`src/rtl/dc_rx_sched_if.sv`:
```
// ---------------------------------------------------------------------------
// dc_rx_sched_if
// Bus between the frame scheduler, the lane source and the DC receive chain.
//
//   tx_sig / tx_sig_tvalid    : 8 lanes x 32-bit two's complement samples from
//                               the source, with one valid bit per lane.
//   chain_sig / chain_sig_tvalid : gated copy of the source beat into the chain.
//   rx_sig_tvalid             : per-lane valid at the output of the chain.
//   chain_rst                 : active-high flush reset into the chain.
//
// Handshake: there is no ready. A beat is transferred in every cycle in which
// its tvalid is 8'hFF, and the receiver must take it in that cycle. A tvalid of
// zero means no beat. Any other pattern is a malformed beat; the scheduler
// treats it as a lane fault on the input side and ignores it on the output side.
//
// Modports:
//   master : the side that sources tx_sig and observes the chain (bench/system).
//   slave  : the scheduler.
// ---------------------------------------------------------------------------
interface dc_rx_sched_if;
    logic [7:0][31:0] tx_sig;
    logic [7:0]       tx_sig_tvalid;
    logic [7:0][31:0] chain_sig;
    logic [7:0]       chain_sig_tvalid;
    logic [7:0]       rx_sig_tvalid;
    logic             chain_rst;

    modport master (
        output tx_sig, tx_sig_tvalid, rx_sig_tvalid,
        input  chain_sig, chain_sig_tvalid, chain_rst
    );

    modport slave (
        input  tx_sig, tx_sig_tvalid, rx_sig_tvalid,
        output chain_sig, chain_sig_tvalid, chain_rst
    );
endinterface

```
`src/rtl/dc_rx_sched.sv`:
```
// ---------------------------------------------------------------------------
// dc_rx_sched
// Frame scheduler and watchdog in front of the DC receive chain.
// Admits 8-lane beats into the chain only on whole-frame boundaries, for a
// programmed number of frames (or continuously when the count is 0), counts
// the frames leaving the chain, drains before reporting done, and pulses a
// flush reset into the chain on a lane fault or an output stall.
//
// Ports:
//   clk, rst        : clock, synchronous active-high reset.
//   cfg_enable      : run permission; dropping it ends the burst at the next
//                     frame boundary.
//   cfg_start       : one-cycle start request (ignored unless cfg_enable).
//   cfg_num_frames  : frames per burst, 0 = continuous.
//   bus             : slave side of dc_rx_sched_if (data, valids, chain_rst).
//   busy            : state != IDLE.
//   done            : one-cycle pulse in the cycle DRAIN returns to IDLE.
//   err_lane        : sticky, partial input valid seen in RUN.
//   err_timeout     : sticky, watchdog expired.
//   frames_in_cnt   : frames admitted in this burst.
//   frames_out_cnt  : frames received from the chain in this burst.
//   state           : IDLE=0, RUN=1, DRAIN=2, FLUSH=3.
// ---------------------------------------------------------------------------
module dc_rx_sched #(
    parameter int IN_BEATS     = 8,
    parameter int OUT_BEATS    = 8,
    parameter int TIMEOUT      = 1024,
    parameter int FLUSH_CYCLES = 16,
    parameter int CNT_W        = 16
) (
    input  logic             clk,
    input  logic             rst,
    input  logic             cfg_enable,
    input  logic             cfg_start,
    input  logic [CNT_W-1:0] cfg_num_frames,
    dc_rx_sched_if.slave     bus,
    output logic             busy,
    output logic             done,
    output logic             err_lane,
    output logic             err_timeout,
    output logic [CNT_W-1:0] frames_in_cnt,
    output logic [CNT_W-1:0] frames_out_cnt,
    output logic [2:0]       state
);

    localparam int IB_W = (IN_BEATS > 1) ? $clog2(IN_BEATS) : 1;
    localparam int OB_W = (OUT_BEATS > 1) ? $clog2(OUT_BEATS) : 1;
    localparam int WD_W = $clog2(TIMEOUT + 1);
    localparam int FL_W = $clog2(FLUSH_CYCLES + 1);

    localparam logic [IB_W-1:0] IB_LAST = IB_W'(IN_BEATS - 1);
    localparam logic [OB_W-1:0] OB_LAST = OB_W'(OUT_BEATS - 1);
    localparam logic [WD_W-1:0] WD_LAST = WD_W'(TIMEOUT - 1);
    localparam logic [FL_W-1:0] FL_LAST = FL_W'(FLUSH_CYCLES - 1);

    typedef enum logic [2:0] {
        S_IDLE  = 3'd0,
        S_RUN   = 3'd1,
        S_DRAIN = 3'd2,
        S_FLUSH = 3'd3
    } state_t;

    state_t state_q, state_d;

    logic [IB_W-1:0]  in_beat_cnt, in_beat_nxt;
    logic [OB_W-1:0]  out_beat_cnt;
    logic [WD_W-1:0]  wd_cnt;
    logic [FL_W-1:0]  flush_cnt;
    logic [CNT_W-1:0] num_frames_q;
    logic [CNT_W-1:0] frames_in_nxt;

    logic in_full, in_partial, out_full;
    logic counting, outstanding, out_take, wd_expire;
    logic start_ok, admit, in_wrap, lane_fault;

    assign in_full    = (bus.tx_sig_tvalid == 8'hFF);
    assign in_partial = (bus.tx_sig_tvalid != 8'h00) && !in_full;
    assign out_full   = (bus.rx_sig_tvalid == 8'hFF);

    // Counters wrap modulo 2^CNT_W in continuous mode, so "something is
    // outstanding" is simply inequality of the two frame counters.
    assign counting    = (state_q == S_RUN) || (state_q == S_DRAIN);
    assign outstanding = (frames_in_cnt != frames_out_cnt);
    // Output beats with nothing outstanding are surplus and ignored, which is
    // what keeps frames_out_cnt from overtaking frames_in_cnt.
    assign out_take    = counting && out_full && outstanding;
    // An output beat in the expiry cycle wins over the watchdog.
    assign wd_expire   = counting && outstanding && !out_take && (wd_cnt == WD_LAST);

    // -----------------------------------------------------------------------
    // FSM state register
    // -----------------------------------------------------------------------
    always_ff @(posedge clk) begin
        if (rst) begin
            state_q <= S_IDLE;
        end else begin
            state_q <= state_d;
        end
    end

    // -----------------------------------------------------------------------
    // FSM next state and admission control
    // -----------------------------------------------------------------------
    always_comb begin
        state_d       = state_q;
        start_ok      = 1'b0;
        admit         = 1'b0;
        in_wrap       = 1'b0;
        lane_fault    = 1'b0;
        in_beat_nxt   = in_beat_cnt;
        frames_in_nxt = frames_in_cnt;
        case (state_q)
            S_IDLE: begin
                if (cfg_start && cfg_enable) begin
                    start_ok = 1'b1;
                    state_d  = S_RUN;
                end
            end
            S_RUN: begin
                // A lane fault takes priority over a boundary exit.
                if (in_partial) begin
                    lane_fault = 1'b1;
                    state_d    = S_FLUSH;
                end else if (wd_expire) begin
                    state_d = S_FLUSH;
                end else begin
                    admit   = in_full;
                    in_wrap = admit && (in_beat_cnt == IB_LAST);
                    if (admit) begin
                        in_beat_nxt = in_wrap ? '0 : in_beat_cnt + IB_W'(1);
                    end
                    if (in_wrap) begin
                        frames_in_nxt = frames_in_cnt + CNT_W'(1);
                    end
                    // Exit only on a frame boundary, so a frame that has
                    // started is always admitted in full.
                    if ((in_beat_nxt == '0) &&
                        (((num_frames_q != '0) && (frames_in_nxt == num_frames_q)) ||
                         !cfg_enable)) begin
                        state_d = S_DRAIN;
                    end
                end
            end
            S_DRAIN: begin
                if (!outstanding) begin
                    state_d = S_IDLE;
                end else if (wd_expire) begin
                    state_d = S_FLUSH;
                end
            end
            S_FLUSH: begin
                if (flush_cnt == FL_LAST) begin
                    state_d = S_IDLE;
                end
            end
            default: state_d = S_IDLE;
        endcase
    end

    // -----------------------------------------------------------------------
    // Frame counters, watchdog and sticky errors
    // -----------------------------------------------------------------------
    always_ff @(posedge clk) begin
        if (rst) begin
            in_beat_cnt    <= '0;
            out_beat_cnt   <= '0;
            frames_in_cnt  <= '0;
            frames_out_cnt <= '0;
            num_frames_q   <= '0;
            wd_cnt         <= '0;
            err_lane       <= 1'b0;
            err_timeout    <= 1'b0;
        end else if (start_ok) begin
            in_beat_cnt    <= '0;
            out_beat_cnt   <= '0;
            frames_in_cnt  <= '0;
            frames_out_cnt <= '0;
            num_frames_q   <= cfg_num_frames;
            wd_cnt         <= '0;
            err_lane       <= 1'b0;
            err_timeout    <= 1'b0;
        end else begin
            in_beat_cnt   <= in_beat_nxt;
            frames_in_cnt <= frames_in_nxt;
            if (out_take) begin
                if (out_beat_cnt == OB_LAST) begin
                    out_beat_cnt   <= '0;
                    frames_out_cnt <= frames_out_cnt + CNT_W'(1);
                end else begin
                    out_beat_cnt <= out_beat_cnt + OB_W'(1);
                end
            end
            // Outside RUN/DRAIN the watchdog is frozen for readback.
            if (counting) begin
                if (out_take || !outstanding || wd_expire) begin
                    wd_cnt <= '0;
                end else begin
                    wd_cnt <= wd_cnt + WD_W'(1);
                end
            end
            if (lane_fault) begin
                err_lane <= 1'b1;
            end
            if (wd_expire) begin
                err_timeout <= 1'b1;
            end
        end
    end

    // -----------------------------------------------------------------------
    // Flush pulse timer: restarts whenever we are not flushing, so every
    // FLUSH visit lasts exactly FLUSH_CYCLES cycles.
    // -----------------------------------------------------------------------
    always_ff @(posedge clk) begin
        if (rst || (state_q != S_FLUSH)) begin
            flush_cnt <= '0;
        end else begin
            flush_cnt <= flush_cnt + FL_W'(1);
        end
    end

    // -----------------------------------------------------------------------
    // Gated datapath, one register stage. Data follows the source freely;
    // only the valids are gated.
    // -----------------------------------------------------------------------
    always_ff @(posedge clk) begin
        if (rst) begin
            bus.chain_sig        <= '0;
            bus.chain_sig_tvalid <= '0;
        end else begin
            bus.chain_sig        <= bus.tx_sig;
            bus.chain_sig_tvalid <= admit ? bus.tx_sig_tvalid : 8'h00;
        end
    end

    assign bus.chain_rst = (state_q == S_FLUSH);
    assign busy          = (state_q != S_IDLE);
    assign done          = (state_q == S_DRAIN) && !outstanding;
    assign state         = state_q;

endmodule

```
`src/flat_wrapper.sv`:
```
// flat-port wrapper written by rule: the top's interface ports become plain ports
module dc_rx_sched_flat 
#(
    parameter int IN_BEATS     = 8,
    parameter int OUT_BEATS    = 8,
    parameter int TIMEOUT      = 1024,
    parameter int FLUSH_CYCLES = 16,
    parameter int CNT_W        = 16
)
  (clk, rst, cfg_enable, cfg_start, cfg_num_frames, busy, done, err_lane, err_timeout, frames_in_cnt, frames_out_cnt, state, bus_tx_sig, bus_tx_sig_tvalid, bus_rx_sig_tvalid, bus_chain_sig, bus_chain_sig_tvalid, bus_chain_rst);
  dc_rx_sched_if bus_i ();
  input  logic clk;
  input  logic rst;
  input  logic cfg_enable;
  input  logic cfg_start;
  input  logic [CNT_W-1:0] cfg_num_frames;
  output logic busy;
  output logic done;
  output logic err_lane;
  output logic err_timeout;
  output logic [CNT_W-1:0] frames_in_cnt;
  output logic [CNT_W-1:0] frames_out_cnt;
  output logic [2:0] state;
  input wire logic [$bits(bus_i.tx_sig)-1:0] bus_tx_sig;
  input wire logic [$bits(bus_i.tx_sig_tvalid)-1:0] bus_tx_sig_tvalid;
  input wire logic [$bits(bus_i.rx_sig_tvalid)-1:0] bus_rx_sig_tvalid;
  output wire logic [$bits(bus_i.chain_sig)-1:0] bus_chain_sig;
  output wire logic [$bits(bus_i.chain_sig_tvalid)-1:0] bus_chain_sig_tvalid;
  output wire logic [$bits(bus_i.chain_rst)-1:0] bus_chain_rst;
  assign bus_i.tx_sig = bus_tx_sig;
  assign bus_i.tx_sig_tvalid = bus_tx_sig_tvalid;
  assign bus_i.rx_sig_tvalid = bus_rx_sig_tvalid;
  assign bus_chain_sig = bus_i.chain_sig;
  assign bus_chain_sig_tvalid = bus_i.chain_sig_tvalid;
  assign bus_chain_rst = bus_i.chain_rst;
  dc_rx_sched #(.IN_BEATS(IN_BEATS), .OUT_BEATS(OUT_BEATS), .TIMEOUT(TIMEOUT), .FLUSH_CYCLES(FLUSH_CYCLES), .CNT_W(CNT_W)) u_core (.clk(clk), .rst(rst), .cfg_enable(cfg_enable), .cfg_start(cfg_start), .cfg_num_frames(cfg_num_frames), .bus(bus_i), .busy(busy), .done(done), .err_lane(err_lane), .err_timeout(err_timeout), .frames_in_cnt(frames_in_cnt), .frames_out_cnt(frames_out_cnt), .state(state));
endmodule
```
`config.mk`:
```
export PLATFORM = sky130hd
export DESIGN_NAME = dc_rx_sched_flat
export DESIGN_NICKNAME = d
export VERILOG_FILES = /design/src/rtl/dc_rx_sched_if.sv /design/src/rtl/dc_rx_sched.sv /design/src/flat_wrapper.sv
export SDC_FILE = /design/constraint.sdc
export NUM_CORES = 1
export LEC_CHECK = 0
export BUFFER_PORTS_ARGS = -buffer_cell sky130_fd_sc_hd__buf_2
export CAP_MARGIN = 20
export CELL_PAD_IN_SITES_DETAIL_PLACEMENT = 1
export CELL_PAD_IN_SITES_GLOBAL_PLACEMENT = 1
export CORE_AREA = 2 2 235 237
export CTS_CLUSTER_SIZE = 14
export DETAILED_ROUTE_END_ITERATION = 10
export DIE_AREA = 0 0 237 239
export GPL_TIMING_DRIVEN = 0
export PLACE_DENSITY_LB_ADDON = 0.12
export RECOVER_POWER = 100
export SYNTH_ARGS = -nofsm -noshare
export SYNTH_HDL_FRONTEND = slang
export SYNTH_SLANG_ARGS = --single-unit
```
`constraint.sdc`:
```
create_clock -name clk -period 2.8 [get_ports clk]
set_input_delay 0.14 -clock clk [delete_from_list [all_inputs] [get_ports clk]]
set_output_delay 0.14 -clock clk [all_outputs]
set_load 0.01 [all_outputs]
```
==> flow_summary.yaml <==
final_layout:
  drive_gt1_frac: 0.2262
  syn_to_final_growth_pct: 71.26
  layout_common_cells: "dfxtp_1, clkbuf_1, buf_2"
  num-nets-final: 2292
  layout_commonest_cell: "dfxtp_1"
  finalNonFillerCells: 2724
  final_area_um2: 19190
setup_path:
  crit_path_start_kind: "flip-flop"
  rr_startpoint: "u_core.in_beat_cnt[1]"
  cp.arrival_ps: 3360
  critical_path_class: "flip-flop to flip-flop"
  cp-startpoint: "u_core.in_beat_cnt[1]"
  endpoint_kind: "flip-flop"
  required_ps: 3250
  crit_fanout: 6
grt:
  gr-total-overflow: 0
  track_usage: 0.1753
  grt_pass1_vias: 11802
  grt_max_degree: 12
  grt_pass1_wl_mm: 73.93
  antenna_found_initial: 11
clock_tree:
  clk_latency_ps: 560
  clockBufferDepth: 3
  cts.sinks: 338
  cts_root_buf: "clkbuf_16"
  cts.clk_slew.worst_paths_ps: 60
  cts_tree: "built"
  htree_levels: 2
  numCtsBuffers: 42
routing:
  wl_per_cell_um: 18.72
  vias_per_cell: 3.999
  routed-via-count: 10894
  drt_iter0_drc: 260
  drc: 0
  ant_nets: 0
  dr.pass1.iters: 4
  routed_wl_mm: 51.01
timing:
  rsz0062_at_grt: "true"
  max_freq_mhz: 343.3
  slew_headroom: 0.4239
  fin_crit_sh: 1.040
  slew_violations: 0
  tightest_slew_ps: 864.2
  setup_ws_ps: -112.9
  setup-violations-final: 2
  period_needed_ps: 2913
  fin_skew_ps: 10.93
  hold_viol: 0
  timing.setup.tns_ps: -179.1
place:
  dp_hpwl_mm: 39.22
  io_buffers: 593
  dpl.cell_count: 2356
  gp_congestion: 0.7949
  place_area_um2: 15050
floorplanning:
  fp.coreArea_um2: 54340
  chipWidth_um: 237
  die_area_um2: 56640
  die_y_um: 239
  io-pin-count: 596
  rows: 86
  start_util: 0.2062
yosys:
  synth_warnings: 0
  syn_area_um2: 11200
  synthCells: 1059
  synth_edf_count: 0
  synth_cell_type_count: 58
  async_flop_share: 0
  syn_avg_cell_area_um2: 10.58
  ys_ff_latch: 338
  synth_top_flop_cell: "dfxtp_1"
  synth_nets: 1364
  yosysSeqAreaShare: 0.6040
pwr:
  power_frac_clock: 0.449
  intPower_uw: 9224
  finalPower_uw: 12340
  switchingPower_uw: 3120
  p_per_area_nw_per_um2: 643.4
  ir_drop_mv: 0.3842
  power.share.switching: 0.2528
  leakage_uw: 0.008049
  comb_power_share: 0.132
  seqPwrFrac: 0.419
worst_hold_path:
  min_from: "cfg_start"
  hold_class: "primary input to flip-flop"
run_status:
  outcome: "complete, but fails checks"
  failed_checks: "negative setup slack"
job:
  cap_violations: 0
==> worst paths after layout <==
kind | end | slack (ps) | depth (start not counted)
worst max-delay path | u_core.state[0] | -110 | 12
worst min-delay path | u_core.state[1] | 110 | 5
worst max register to register | u_core.state[0] | -110 | 12
worst min register to register | u_core.flush_cnt[0] | 450 | 1
==> final cells by class <==
class	instances	area, um^2
clock buffer	64	1265
tap	704	880.8
fill	6351	35150
clock inverter	9	148.9
inverter	15	56.30
antenna	4	10.01
buffer	56	281.5
multi-input combinational	649	4268
sequential	338	6784
timing repair buffer	885	5493
==> synth_stat cells (8+ instances only) <==
master    instances  area [um^2]
nor2_1           64        240.2
nor3_1           12        60.06
nand2_1          63        236.5
nor2b_1         257         1608
xor2_1           44        385.4
and3_1           10        62.56
nand3_1          15        75.07
inv_1            15        56.30
nor4_1            8        50.05
a21oi_1          36        180.2
dfxtp_1         338         6766
clkbuf_1         44        165.2
xnor2_1          26        227.7
ha_1             13        162.7
nand4_1          15        93.84
nor4bb_1          8        80.08
o21ai_0          12        60.06
==> power by group through the flow <==
stage          Sequential, uW  Clock (uW)  Combinational [uW]
4_1_cts                  5170        5730                1700
5_1_grt                  5200        5920                1780
2_1_floorplan            5360           0                 523
6_report                 5170        5540                1630
3_5_place_dp             5260           0                1350
3_3_place_gp             5260           0                1340
==> worst max-delay path: stages, from the launching register on <==
cell and delay, ps:
dfxtp_2 350, ha_4 140, ha_4 150, nand4_4 110
or3_1 340, buf_6 150, o31a_1 260, nor3_2 180
a21oi_1 60, o21a_1 220, o31ai_4 350, o211ai_2 180
mux2_4 320
==> metal layers <==
| metal | share of wire | routed length [um] | vias to the layer above | track usage |
|---|---|---|---|---|
| li1 | - | - | 5287 | - |
| met1 | 0.37 | 19080 | 5133 | 0.1890 |
| met2 | 0.51 | 26050 | 369 | 0.3134 |
| met3 | 0.080 | 4065 | 99 | 0.06166 |
| met4 | 0.035 | 1765 | 6 | 0.06885 |
| met5 | 0.00078 | 40 | - | 0 |
==> flip-flops by register name, summed over array words and instances (netlist names), 5 cells and up <==
signal and cells:
u_core.bus.chain_sig 256, u_core.bus.chain_sig_tvalid 8, u_core.flush_cnt 5, u_core.frames_in_cnt 16
u_core.frames_out_cnt 16, u_core.num_frames_q 16, u_core.wd_cnt 11
==> metrics by stage <==
| stage | utilization | hold slack [ps] | worst slack (ps) |
|---|---|---|---|
| floorplan | - | 268.2 | 11.95 |
| global placement | 0.2770 | 347.4 | -769.0 |
| detailed placement | 0.2770 | 355.9 | -794.7 |
| CTS | 0.3574 | 40.75 | -131.0 |
| global route | 0.3531 | 115.0 | -198.8 |
| finish | 0.3531 | 105.3 | -112.9 |
==> logic make-up (layout without fill, tap and decap cells) <==
kind of cell               after synthesis  count (layout)  share of synthesized area
and+or+nand+nor                        491             491                     0.2550
DFF                                    338             338                     0.6040
buffers and inverters                   72            1029                    0.02781
xor gates and xnor gates                70              70                    0.05472
AOI/OAI and AO/OA                       69              69                    0.03864
adders and majority gates               13              13                    0.01452
muxes                                    5               5                   0.005025
other                                    1               5                  0.0003347
==> what timing repair did <==
action,4_1_cts,5_1_grt
gates resized for setup,33,17
pin swaps,10,16
setup endpoints to repair,50,33
endpoints found under the hold margin,272,0
buffers inserted,11,9
hold buffers,272,0
Note: power is estimated with default switching activity, not from simulation.
